[src/rtl/sampler_voice_sequencer_pkg.sv]
// Shared state encoding, per-voice pointer record and width constants for the
// polyphonic sampler voice sequencer.
package sampler_pkg;

  localparam int SMP_NUM_VOICES = 4;
  localparam int SMP_ADDR_W     = 20;
  localparam int SMP_LEN_W      = 16;

  typedef enum logic [1:0] {
    IDLE,
    SCAN,
    ISSUE,
    DONE
  } seq_state_e;

  typedef struct packed {
    logic                  active;
    logic                  loop;
    logic [SMP_ADDR_W-1:0] base;
    logic [SMP_ADDR_W-1:0] addr;
    logic [SMP_LEN_W-1:0]  len;
    logic [SMP_LEN_W-1:0]  len_reload;
  } voice_t;

  // Voice index width, never narrower than one bit.
  function automatic int vidx_width(input int n);
    return (n > 1) ? $clog2(n) : 1;
  endfunction

endpackage

[src/rtl/sampler_voice_sequencer_voice.sv]
// One sample-playback pointer. A new note beats a stop, which beats an advance;
// the pointer steps only when the sequencer reports an accepted read.
module sampler_voice
  import sampler_pkg::*;
(
  input  logic                  Clk,
  input  logic                  Reset,
  input  logic                  load_i,
  input  logic [SMP_ADDR_W-1:0] base_i,
  input  logic [SMP_LEN_W-1:0]  len_i,
  input  logic                  loop_i,
  input  logic                  stop_i,
  input  logic                  advance_i,
  output logic                  active_o,
  output logic [SMP_ADDR_W-1:0] addr_o
);

  voice_t voice_q, voice_d;

  always_comb begin
    voice_d = voice_q;
    if (load_i) begin
      voice_d.active     = 1'b1;
      voice_d.loop       = loop_i;
      voice_d.base       = base_i;
      voice_d.addr       = base_i;
      voice_d.len        = len_i;
      voice_d.len_reload = len_i;
    end else if (stop_i) begin
      voice_d.active = 1'b0;
    end else if (advance_i && voice_q.active) begin
      voice_d.addr = voice_q.addr + 1'b1;
      voice_d.len  = voice_q.len - 1'b1;
      // Last sample of the note: either rewind to the start or fall silent.
      if (voice_q.len == SMP_LEN_W'(1)) begin
        if (voice_q.loop) begin
          voice_d.addr = voice_q.base;
          voice_d.len  = voice_q.len_reload;
        end else begin
          voice_d.active = 1'b0;
        end
      end
    end
  end

  always_ff @(posedge Clk or negedge Reset) begin
    if (!Reset) begin
      voice_q <= '0;
    end else begin
      voice_q <= voice_d;
    end
  end

  assign active_o = voice_q.active;
  assign addr_o   = voice_q.addr;

endmodule

[src/rtl/sampler_voice_sequencer.sv]
// Polyphonic sample-address sequencer: each sample_clk tick visits every voice once
// (one cycle per voice when rd_ready is high) and issues one held, never-retracted read per active voice.
module sampler_voice_sequencer
  import sampler_pkg::*;
#(
  parameter int  NUM_VOICES = SMP_NUM_VOICES,
  parameter int  ADDR_W     = SMP_ADDR_W,
  parameter int  LEN_W      = SMP_LEN_W,
  localparam int VIDX_W     = vidx_width(NUM_VOICES)
) (
  input  logic                  Clk,
  input  logic                  Reset,
  input  logic                  sample_clk,
  input  logic                  note_on,
  input  logic [VIDX_W-1:0]     note_voice,
  input  logic [ADDR_W-1:0]     note_base,
  input  logic [LEN_W-1:0]      note_len,
  input  logic                  note_loop,
  input  logic                  note_off,
  input  logic [VIDX_W-1:0]     off_voice,
  output logic                  rd_valid,
  output logic [ADDR_W-1:0]     rd_addr,
  output logic [VIDX_W-1:0]     rd_voice,
  input  logic                  rd_ready,
  output logic                  frame_done,
  output logic [NUM_VOICES-1:0] voice_active,
  output logic                  overrun
);

  localparam logic [VIDX_W-1:0] LAST_V = VIDX_W'(NUM_VOICES - 1);

  seq_state_e            state_q, state_d;
  logic [VIDX_W-1:0]     vidx_q, vidx_d;
  logic [ADDR_W-1:0]     rd_addr_q, rd_addr_d;
  logic                  hit_q, hit_d;
  logic                  overrun_q, overrun_d;
  logic                  enter;
  logic [VIDX_W-1:0]     enter_idx;
  logic                  advance;
  logic                  note_valid;
  logic [NUM_VOICES-1:0] load_vec, stop_vec, touch_vec, adv_vec;
  logic [ADDR_W-1:0]     voice_addr [NUM_VOICES];

  assign note_valid = note_on && (note_len != '0);

  for (genvar i = 0; i < NUM_VOICES; i++) begin : g_voice
    assign load_vec[i] = note_valid && (note_voice == VIDX_W'(i));
    assign stop_vec[i] = note_off && (off_voice == VIDX_W'(i));
    assign adv_vec[i]  = advance && (vidx_q == VIDX_W'(i));

    sampler_voice u_voice (
      .Clk       (Clk),
      .Reset     (Reset),
      .load_i    (load_vec[i]),
      .base_i    (note_base),
      .len_i     (note_len),
      .loop_i    (note_loop),
      .stop_i    (stop_vec[i]),
      .advance_i (adv_vec[i]),
      .active_o  (voice_active[i]),
      .addr_o    (voice_addr[i])
    );
  end

  assign touch_vec = load_vec | stop_vec;

  always_comb begin
    state_d   = state_q;
    vidx_d    = vidx_q;
    rd_addr_d = rd_addr_q;
    hit_d     = hit_q;
    advance   = 1'b0;
    enter     = 1'b0;
    enter_idx = '0;
    overrun_d = overrun_q | (sample_clk && (state_q != IDLE));

    case (state_q)
      IDLE: enter = sample_clk;
      SCAN: begin
        if (vidx_q == LAST_V) begin
          state_d = DONE;
        end else begin
          enter     = 1'b1;
          enter_idx = vidx_q + 1'b1;
        end
      end
      ISSUE: begin
        if (rd_ready) begin
          // A note_on/note_off that landed on this voice while its read was
          // pending owns the pointer now, so the accept must not move it.
          advance = !hit_q;
          if (vidx_q == LAST_V) begin
            state_d = DONE;
          end else begin
            enter     = 1'b1;
            enter_idx = vidx_q + 1'b1;
          end
        end else begin
          hit_d = hit_q | touch_vec[vidx_q];
        end
      end
      DONE: begin
        state_d = IDLE;
        vidx_d  = '0;
      end
      default: state_d = IDLE;
    endcase

    // Voice selection is decided on entry so each visit costs exactly one cycle.
    if (enter) begin
      vidx_d = enter_idx;
      if (voice_active[enter_idx]) begin
        state_d   = ISSUE;
        rd_addr_d = voice_addr[enter_idx];
        hit_d     = touch_vec[enter_idx];
      end else begin
        state_d = SCAN;
      end
    end
  end

  always_ff @(posedge Clk or negedge Reset) begin
    if (!Reset) begin
      state_q   <= IDLE;
      vidx_q    <= '0;
      rd_addr_q <= '0;
      hit_q     <= 1'b0;
      overrun_q <= 1'b0;
    end else begin
      state_q   <= state_d;
      vidx_q    <= vidx_d;
      rd_addr_q <= rd_addr_d;
      hit_q     <= hit_d;
      overrun_q <= overrun_d;
    end
  end

  assign rd_valid   = (state_q == ISSUE);
  assign rd_addr    = rd_addr_q;
  assign rd_voice   = vidx_q;
  assign frame_done = (state_q == DONE);
  assign overrun    = overrun_q;

endmodule
[config.mk]
export PLATFORM = sky130hd
export DESIGN_NAME = sampler_voice_sequencer
export DESIGN_NICKNAME = d
export VERILOG_FILES = /design/src/rtl/sampler_voice_sequencer_pkg.sv /design/src/rtl/sampler_voice_sequencer_voice.sv /design/src/rtl/sampler_voice_sequencer.sv
export SDC_FILE = /design/constraint.sdc
export NUM_CORES = 1
export LEC_CHECK = 0
export CELL_PAD_IN_SITES_DETAIL_PLACEMENT = 0
export CELL_PAD_IN_SITES_GLOBAL_PLACEMENT = 1
export CORE_AREA = 3 3 216 218
export DETAILED_ROUTE_END_ITERATION = 7
export DIE_AREA = 0 0 219 221
export PLACE_DENSITY_LB_ADDON = 0.1
export RECOVER_POWER = 50
export SYNTH_ARGS = -nofsm -noshare
export SYNTH_HDL_FRONTEND = slang
export SYNTH_SLANG_ARGS = --single-unit
export TNS_END_PERCENT = 30
[constraint.sdc]
create_clock -name Clk -period 6.86 [get_ports Clk]
set_input_delay 2.058 -clock Clk [delete_from_list [all_inputs] [get_ports Clk]]
set_output_delay 2.058 -clock Clk [all_outputs]
set_load 0.01 [all_outputs]
# ---- After elaboration in Yosys (flattened, before gate mapping)
# Cells that the tools add are included.
dict set report word_totals {
  reg_bits 322
  input_bits 47
  out_inout_bits 29
  elab_cells 187
}
dict set report op_classes {
  n_addsub 9
  magnitude_cmp 3
  n_eq_ne 25
  n_mux 68
  bitwise_logic 4
  n_reduce_logical 49
}
# operator n
set ops {}
lappend ops {{2-to-1 mux 36 bit} 20}
lappend ops {{adder 20 x 1 -> 20 bit, second input constant} 4}
lappend ops {{equality test 16 x 1 -> 1 bit, second input constant} 4}
lappend ops {{subtractor 16 x 1 -> 16 bit, second input constant} 4}
lappend ops {{binary-select mux 20 bit (select 2 bit)} 1}
lappend ops {{2-to-1 mux 20 bit} 2}
lappend ops {{2-to-1 mux 1 bit} 31}
lappend ops {{nonzero test 3 bit} 8}
lappend ops {{logical AND 1 bit} 18}
lappend ops {{equality test 2 bit, second input constant} 8}
lappend ops {{2-to-1 mux 2 bit} 8}
lappend ops {{nonzero test 16 bit} 1}
lappend ops {{!= test 3 x 1 -> 1 bit, second input constant} 5}
lappend ops {{AND reduction 2 bit} 6}
lappend ops {{AND reduction 3 bit} 4}
lappend ops {{nonzero test 2 bit} 6}
lappend ops {{equality test 2 x 1 -> 1 bit, second input constant} 4}
lappend ops {{zero test 2 bit} 4}
lappend ops {{!= test 2 x 1 -> 1 bit, second input constant} 4}
lappend ops {{binary-select mux 1 bit (select 2 bit)} 3}
lappend ops {{less-than comparator 2 x 3 -> 1 bit, second input constant} 2}
lappend ops {{one-hot mux 2 bit (3 select lines)} 1}
lappend ops {{bitwise OR 4 bit} 1}
lappend ops {{one-hot mux 2 bit (2 select lines)} 1}
lappend ops {{other kinds (7)} 8}

# ---- Logic depth before layout (Yosys ltp)
# Gate-level depths: netlist (run 1).
dict set report logic_depth {
  word_depth 11
  mapped_depth 11
  depth_no_buf 8
}

# ---- By module
# Synthesis (run 1) repeated with hierarchy kept, for this count alone.
dict set report unflattened {
  hier_cells 2133
  area_unflattened_um2 19293.5
}
# mod n_inst cells_each area_each_um2 seq_area_each_um2
set modules_own_cells {}
lappend modules_own_cells {{sampler_voice (g_voice[1].u_voice ...)} 2 476 4292.9 1851.8}
lappend modules_own_cells {{sampler_voice (g_voice[3].u_voice)} 1 450 4265.3 1851.8}
lappend modules_own_cells {{sampler_voice (g_voice[0].u_voice)} 1 476 4257.8 1851.8}
lappend modules_own_cells {sampler_voice_sequencer 1 255 2184.6 650.6}

# ---- Worst setup path before layout (run 1)
# Ideal clock, no wire load.
dict set report synth_timing {
  kind {input to register}
  start {input port note_len[14]}
  end {register g_voice[2].u_voice.voice_q (netlist bit g_voice[2].u_voice.addr_o[19])}
  setup_ns 0.126
  arrival_ns 3.917
  required_ns 6.734
  path_slack_ns 2.817
  path_stages 7
  path_buffers 2
  cell_sequence {clkbuf_1 -> or4_4 -> o41a_1 -> nand2_2 -> nor2_2 -> buf_6 -> a221o_1}
}
dict set report synth_between {
  elab_chain_len 5
  word_cells_on_any_way 7
  classes_between {eq/ne (1); mux (1); reduce/logical (5)}
}
# element line_no
set synth_lines {}
lappend synth_lines {{start: declaration} sampler_voice_sequencer.sv:17} ;# input logic [LEN_W-1:0] note_len,
lappend synth_lines {{nonzero test 16 bit *} sampler_voice_sequencer.sv:44} ;# assign note_valid = note_on && (note_len != '0);
lappend synth_lines {{logical AND 1 bit *} sampler_voice_sequencer.sv:44}
lappend synth_lines {{logical AND 1 bit *} sampler_voice_sequencer.sv:47} ;# assign load_vec[i] = note_valid && (note_voice == VIDX_W'(i));
lappend synth_lines {{!= test 2 x 1 -> 1 bit (no source line) or nonzero test 2 bit (tied branches)} -}
lappend synth_lines {{AND reduction 2 bit (no source line)} -}
lappend synth_lines {{end signal: assignment} sampler_voice_sequencer_voice.sv:50} ;# voice_q <= voice_d;
lappend synth_lines {{end: declaration} sampler_voice_sequencer_voice.sv:18} ;# voice_t voice_q, voice_d;
# Every way passes the cells marked *; elsewhere a longest branch is shown, timed or not.
# A chain may end at the register's enable or synchronous reset.

==> metrics, run 1 <==
failing checks capacitance limit, slew limit; Least-Margin Pin Slew 3010 ps; Hold Fails Final Rpt 0; Min-Delay Path Class reg -> reg; hold_buf cts 0; met2 global-route usage roughly 41%; Die X around 220 microns; DRT iter0 DRCs around 1400; DP HPWL 43500 microns; Peak supply drop roughly 220 uV; R2R cell count 7; number of synthesized flops with an enable pin 0; Async SR Flop Fraction between 90% and 100%; root buf cell clkbuf_16; CP top delay family buffers and inverters; endpoints failing setup 0; I/O Pins 76; Avg Vias per Cell ~5.9; CP arrival roughly 4800 ps; Synth Instances around 2200; Antenna diodes 0; final wirelength about 64000 microns; M1 GR Usage a little over a third; htree depth 2; Post-Syn Nets around 2200; most frequent cells in the layout nand2_1, dfrtp_1, o21ai_0, nor2_1, a21oi_1; clock tree buffer depth 3; Via Count 16500; worst skew pair latency 570 ps; Setup CP Type in -> async; status finished with violations; CTS tree built; Hold Path Depth 1; Post-CTS Setup Bufs 0; GRT Residual Overflow 0; vias in the first global route roughly 16000; Reg clk slew, reported paths 60 ps; PwrDens a little over 300 mW/mm^2; Post-DP Area 0.0192 sq mm; slowest cell on the critical path clkbuf_1; pre-CTS setup slack 1570 ps; WL/cell approximately 23 microns; Power, Total 6.28 mW; commonest non-fill, non-tap cell in the layout nand2_1; first-pass GRT wire length just under 100000 microns; core box area about 0.045 sq mm; CP Capture Type asynchronous set/reset pin; met3 Usage GRT 4.53%; Worst setup SP type primary input; Synthesis Warnings 0; layout cells sized above 1 about 8.4%; Area growth syn-to-layout 14.7%; Antenna Violating Nets Remaining 0; WP buf/inv 2; Synth Cell Area about 0.018 sq mm; TritonCTS buffer count 40; CP max stage delay about 2200 ps; Tcrit/Tclk final 70.2%; crit-path cells buf_8 -> clkbuf_1; setup_tns 0 ps; global route hottest layer met2; IO Port Bufs 75; FF+latch count, synth roughly 320; gr usage total approximately a quarter; Max Transition Viols Final roughly 240; Final Skew a little over 30 ps; leakage dissipation 8.95 nW; DR pass1 iterations 5; sequential area share after synthesis roughly 45%; nets between 2000 and 2500; Slew HR -100%; # rows 78; Initial Util between 30% and 40%; Worst EP required 6850 ps; worst setup margin 2050 ps; GPL Wtd Cong roughly 0.86; pin count of the biggest net entering global routing 100; Synth Flop Type dfrtp_1; initial antenna violation count 0; worst-path maximum fanout 93; DRC 0; f_max 0.208 GHz; Die Span Y around 220 microns; max_cap viols 4; clock sink count roughly 320; Post-Layout Inst Area around 0.021 sq mm; die area ~0.048 sq mm; final period demand of the worst path 4810 ps; Resize count post-CTS 0; distinct cell type count after synthesis between 80 and 90; syn avg cell area 8.28 sq um; RSZ-0062 raised after global routing false; critical path depth 2
where the power goes:
group          switching (mW)  leakage [nW]  internal [mW]
registers               0.355          3.98           2.25
logic                   0.893          4.29          0.588
clock network           0.881         0.682           1.32
total                    2.13          8.95           4.16
final timing paths:
path	startpoint	slack, ps	endpoint
max reg2reg	rd_voice[1]	3370	rd_addr[3]
min reg2reg	overrun	450	overrun
max in group Clk	rd_ready	2110	rd_addr[3]
max	Reset	2050	rd_voice[1]
min in group asynchronous	Reset	1500	g_voice[3].u_voice.voice_q[60]
min	overrun	450	overrun
cells in the mapped netlist, drive strengths merged, types with 11 or more instances:
library cell	count	share of area, %
nand2	609	13
dfrtp	322	45
o21ai	161	4.5
nor2	142	3.0
a21oi	102	2.9
clkbuf	82	1.7
nand3	67	2.0
nor3	67	1.9
buf	61	1.9
inv	32	0.67
a211oi	31	1.3
mux2	29	1.8
a31oi	28	0.98
nand4	27	0.98
o22ai	27	0.94
o31ai	26	1.1
and3	22	0.77
ha	20	1.4
nor4	17	0.68
o21a	17	0.71
and2	16	0.56
mux2i	16	0.89
a21o	15	0.63
a311oi	15	0.73
xnor2	15	0.73
a2bb2oi	13	0.64
or4	13	0.61
and4	11	0.54
o211ai	11	0.46
state kept, by name, indices dropped and copies added (netlist names):
| register | cells |
|---|---|
| g_voice.u_voice.voice_q | 212 |
| overrun | 1 |
| hit_q | 1 |
| rd_addr | 20 |
| g_voice.u_voice.active_o | 4 |
| state_q | 2 |
| g_voice.u_voice.addr_o | 80 |
| rd_voice | 2 |
through the flow:
stage               utilization, %  instances  hold slack [ps]
global placement              42.5       2742              443
global route                  45.5       2816              479
finish                        45.5       2816              452
detailed placement            42.5       2742              448
floorplan                        -       2162              437
CTS                           45.6       2816              462
area by class of cell:
class                   instances  area (sq um)
flip-flops and latches        322          8060
multi-input cells            1665          9110
inverters                      32           120
repair buffers                123          1110
clock buffers                  58          1230
clock inverters                16           145
fillers                      4489         24600
well taps                     600           751
routing by layer:
layer  routed length, microns  vias up
met1                    28000     8139
met2                    29600      519
met3                     3700      121
met4                     2340        0
met5                        0        -
li1                         -     7723
cell families after synthesis:
family                   share of synthesized area, %
AND/OR/NAND/NOR                                  25.9
AO/OA/AOI/OAI                                    19.7
flip-flops                                       45.0
buffers and inverters                            4.32
multiplexers                                     2.72
XOR/XNOR                                        0.978
adder cells (fa/ha/maj)                          1.40
(Power assumes the default switching activity.)
==> run 2: changes to the inputs <==
==> constraint.sdc (replaced) <==
create_clock -name Clk -period 4.3 [get_ports Clk]
set_input_delay 1.29 -clock Clk [delete_from_list [all_inputs] [get_ports Clk]]
set_output_delay 1.29 -clock Clk [all_outputs]
set_load 0.01 [all_outputs]
==> run 2 against run 1 <==
Flip-flop and latch count unchanged; the run still ends with capacitance limit, slew limit left; cell area up 2.1%; cell count up 1.1%; sequential power up 59%; wire length down 0.94%; via count down 0.41%; sequential share of layout area down 0.81 points; non-clock buffer count up 39; worst hold slack better by 14 ps; largest power group unchanged.
==> metrics, run 2 (synthesized netlist as in run 1, its figures left out) <==
worst skew pair latency 560 ps (about the same); first-pass GRT wire length 97600 microns (about the same); Post-Route Utilization 46.5% (+0.96 points); Die Span Y 221 microns (unchanged); root buf cell clkbuf_16; Worst setup SP type primary input; gr usage total 26.0% (-0.090 points); Clock power frac 35.0% (about the same); CP max stage delay 730 ps (-1450 ps); DP HPWL 44200 microns (+1.8%); initial antenna violation count 1 (+1); hold_sp g_voice[1].u_voice.voice_q[54]; # rows 78 (unchanged); Via Count 16400 (-0.41%); DRT iter0 DRCs 1277 (-8.6%); max reg flops 212 (unchanged); WL/cell 22.1 microns (-2.1%); Least-Margin Pin Slew 2580 ps (-423 ps); Slew HR -72.2% (+28 points); TritonCTS buffer count 41 (+2.5%); end of the worst register-to-register path rd_addr[5]; Setup CP Type in -> reg; CP Capture Type flip-flop; RSZ-0062 raised after global routing false; Cell Int Power 6.76 mW (+63%); reg2reg setup slack 900 ps (-2470 ps); max_cap viols 1 (-3); GPL Wtd Cong 0.881 (+2.9%); P_sw 3.31 mW (+55%); CP arrival 4370 ps (-440 ps); Peak supply drop 259 uV (+18%); failing checks capacitance limit, slew limit; DRC 0 (unchanged); layout cells sized above 1 9.70% (+1.3 points); nets 2291 (+1.8%); r2r startpoint rd_voice[0]; Post-CTS Setup Bufs 0 (unchanged); Area growth syn-to-layout 17.1%; clock sink count 322 (unchanged); core box area 0.0451 sq mm (unchanged); worst-path maximum fanout 13 (-86%); IO Port Bufs 75 (unchanged); Reg clk slew, reported paths 60 ps (about the same); Post-DP Area 0.0196 sq mm (+2.3%); die area 0.0484 sq mm (unchanged); hold_buf cts 0 (unchanged); Hold Path Depth 2 (+1); area occupied by multi-input gates 0.00911 sq mm (unchanged); CTS tree built; endpoints failing setup 0 (unchanged); Avg Vias per Cell 5.77 (-1.5%); most frequent cells in the layout nand2_1, dfrtp_1, o21ai_0, nor2_1, a21oi_1; GRT Residual Overflow 0 (unchanged); critical path depth 8 (+6); clock tree buffer depth 3 (unchanged); Antenna Violating Nets Remaining 0 (unchanged); leakage dissipation 9.20 nW (+2.8%); Hold Fails Final Rpt 0 (unchanged); Antenna diodes 0 (unchanged); Min-Delay Path Class reg -> reg; final wirelength 63000 microns (-0.94%); register area 0.00806 sq mm (unchanged); setup_tns 0 ps (unchanged); Final Skew 12.2 ps (-18.0 ps); PwrDens 480 mW/mm^2 (+57%); Fillers 4514 (+0.56%); pin count of the biggest net entering global routing 90 (-10%); DR pass1 iterations 5 (unchanged); R2R cell count 7 (unchanged); sw frac 32.8% (-1.0 points); f_max around 0.26 GHz; crit-path cells dlygate4sd3_1 -> a21oi_1 -> nor2_4 -> mux2i_1 -> a2111o_1 -> a311oi_1 -> buf_4 -> a21o_1; Tcrit/Tclk final 90.1%; slowest cell on the critical path a311oi_1; vias in the first global route 16000 (+2.2%); Max Transition Viols Final 87 (-63%); Post-Layout Inst Area 0.0210 sq mm (+2.1%); final period demand of the worst path 3870 ps; CP top delay family compound AO/OA/AOI/OAI gates; I/O Pins 76 (unchanged); largest register by flop count g_voice.u_voice.voice_q; status finished with violations; htree depth 2 (unchanged); WP buf/inv 2 (unchanged); Min-Delay Endpoint g_voice[1].u_voice.voice_q[54]; Initial Util 39.7% (unchanged); Resize count post-CTS 0 (unchanged); sequential fraction of design power 41.0% (-0.4 points); Die X 219 microns (unchanged); Worst EP required 4790 ps (-2060 ps); combinational group share of total power 24.0% (+0.4 points); commonest non-fill, non-tap cell in the layout nand2_1
-- run 2: cell type report --
cell class / count / share of cell area [%]
sequential: 322 / 38.4
multi-input combinational: 1665 / 43.5
clock buffer: 61 / 5.97
clock inverter: 6 / 0.501
timing repair buffer: 162 / 7.47
inverter: 32 / 0.573
tap: 600 / 3.58
-- run 2: per-stage QoR --
step	power [mW]	std cells	hold slack [ps]	worst slack (ps)
floorplan	5.49	2162	437	1030
global placement	6.57	2781	438	90.4
detailed placement	6.61	2781	455	18.5
CTS	10.2	2848	470	585
global route	10.6	2848	488	395
finish	10.1	2848	466	426
-- run 2: metal layers --
layer	routed length, microns	GRT usage, %
met1	28000	35.6
met2	29500	41.8
met3	2970	3.36
met4	2530	10.2
met5	11	0
-- run 2: worst min-delay path, delay by kind of cell (launching register included) --
kind          cells  cell delay, ps
flops             1             330
simple gates      2             110
-- run 2: how the worst max path moves through the flow --
stage                       startpoint                             to  slack (ps)
after CTS                     rd_ready                     rd_addr[5]         590
final                         rd_ready                     rd_addr[5]         430
after floorplan           note_len[14]  g_voice[2].u_voice.addr_o[19]        1030
after detailed placement      rd_ready                     rd_addr[5]          20
after global routing          rd_ready                     rd_addr[5]         400
after global placement        rd_ready                     rd_addr[5]          90
-- run 2: power by group through the flow --
stage	sequential, mW	clock [mW]	combinational, mW
finish	4.13	3.52	2.42
global route	4.21	3.73	2.68
floorplan	4.02	0	1.47
CTS	4.13	3.61	2.45
global placement	4.17	0	2.40
detailed placement	4.18	0	2.44
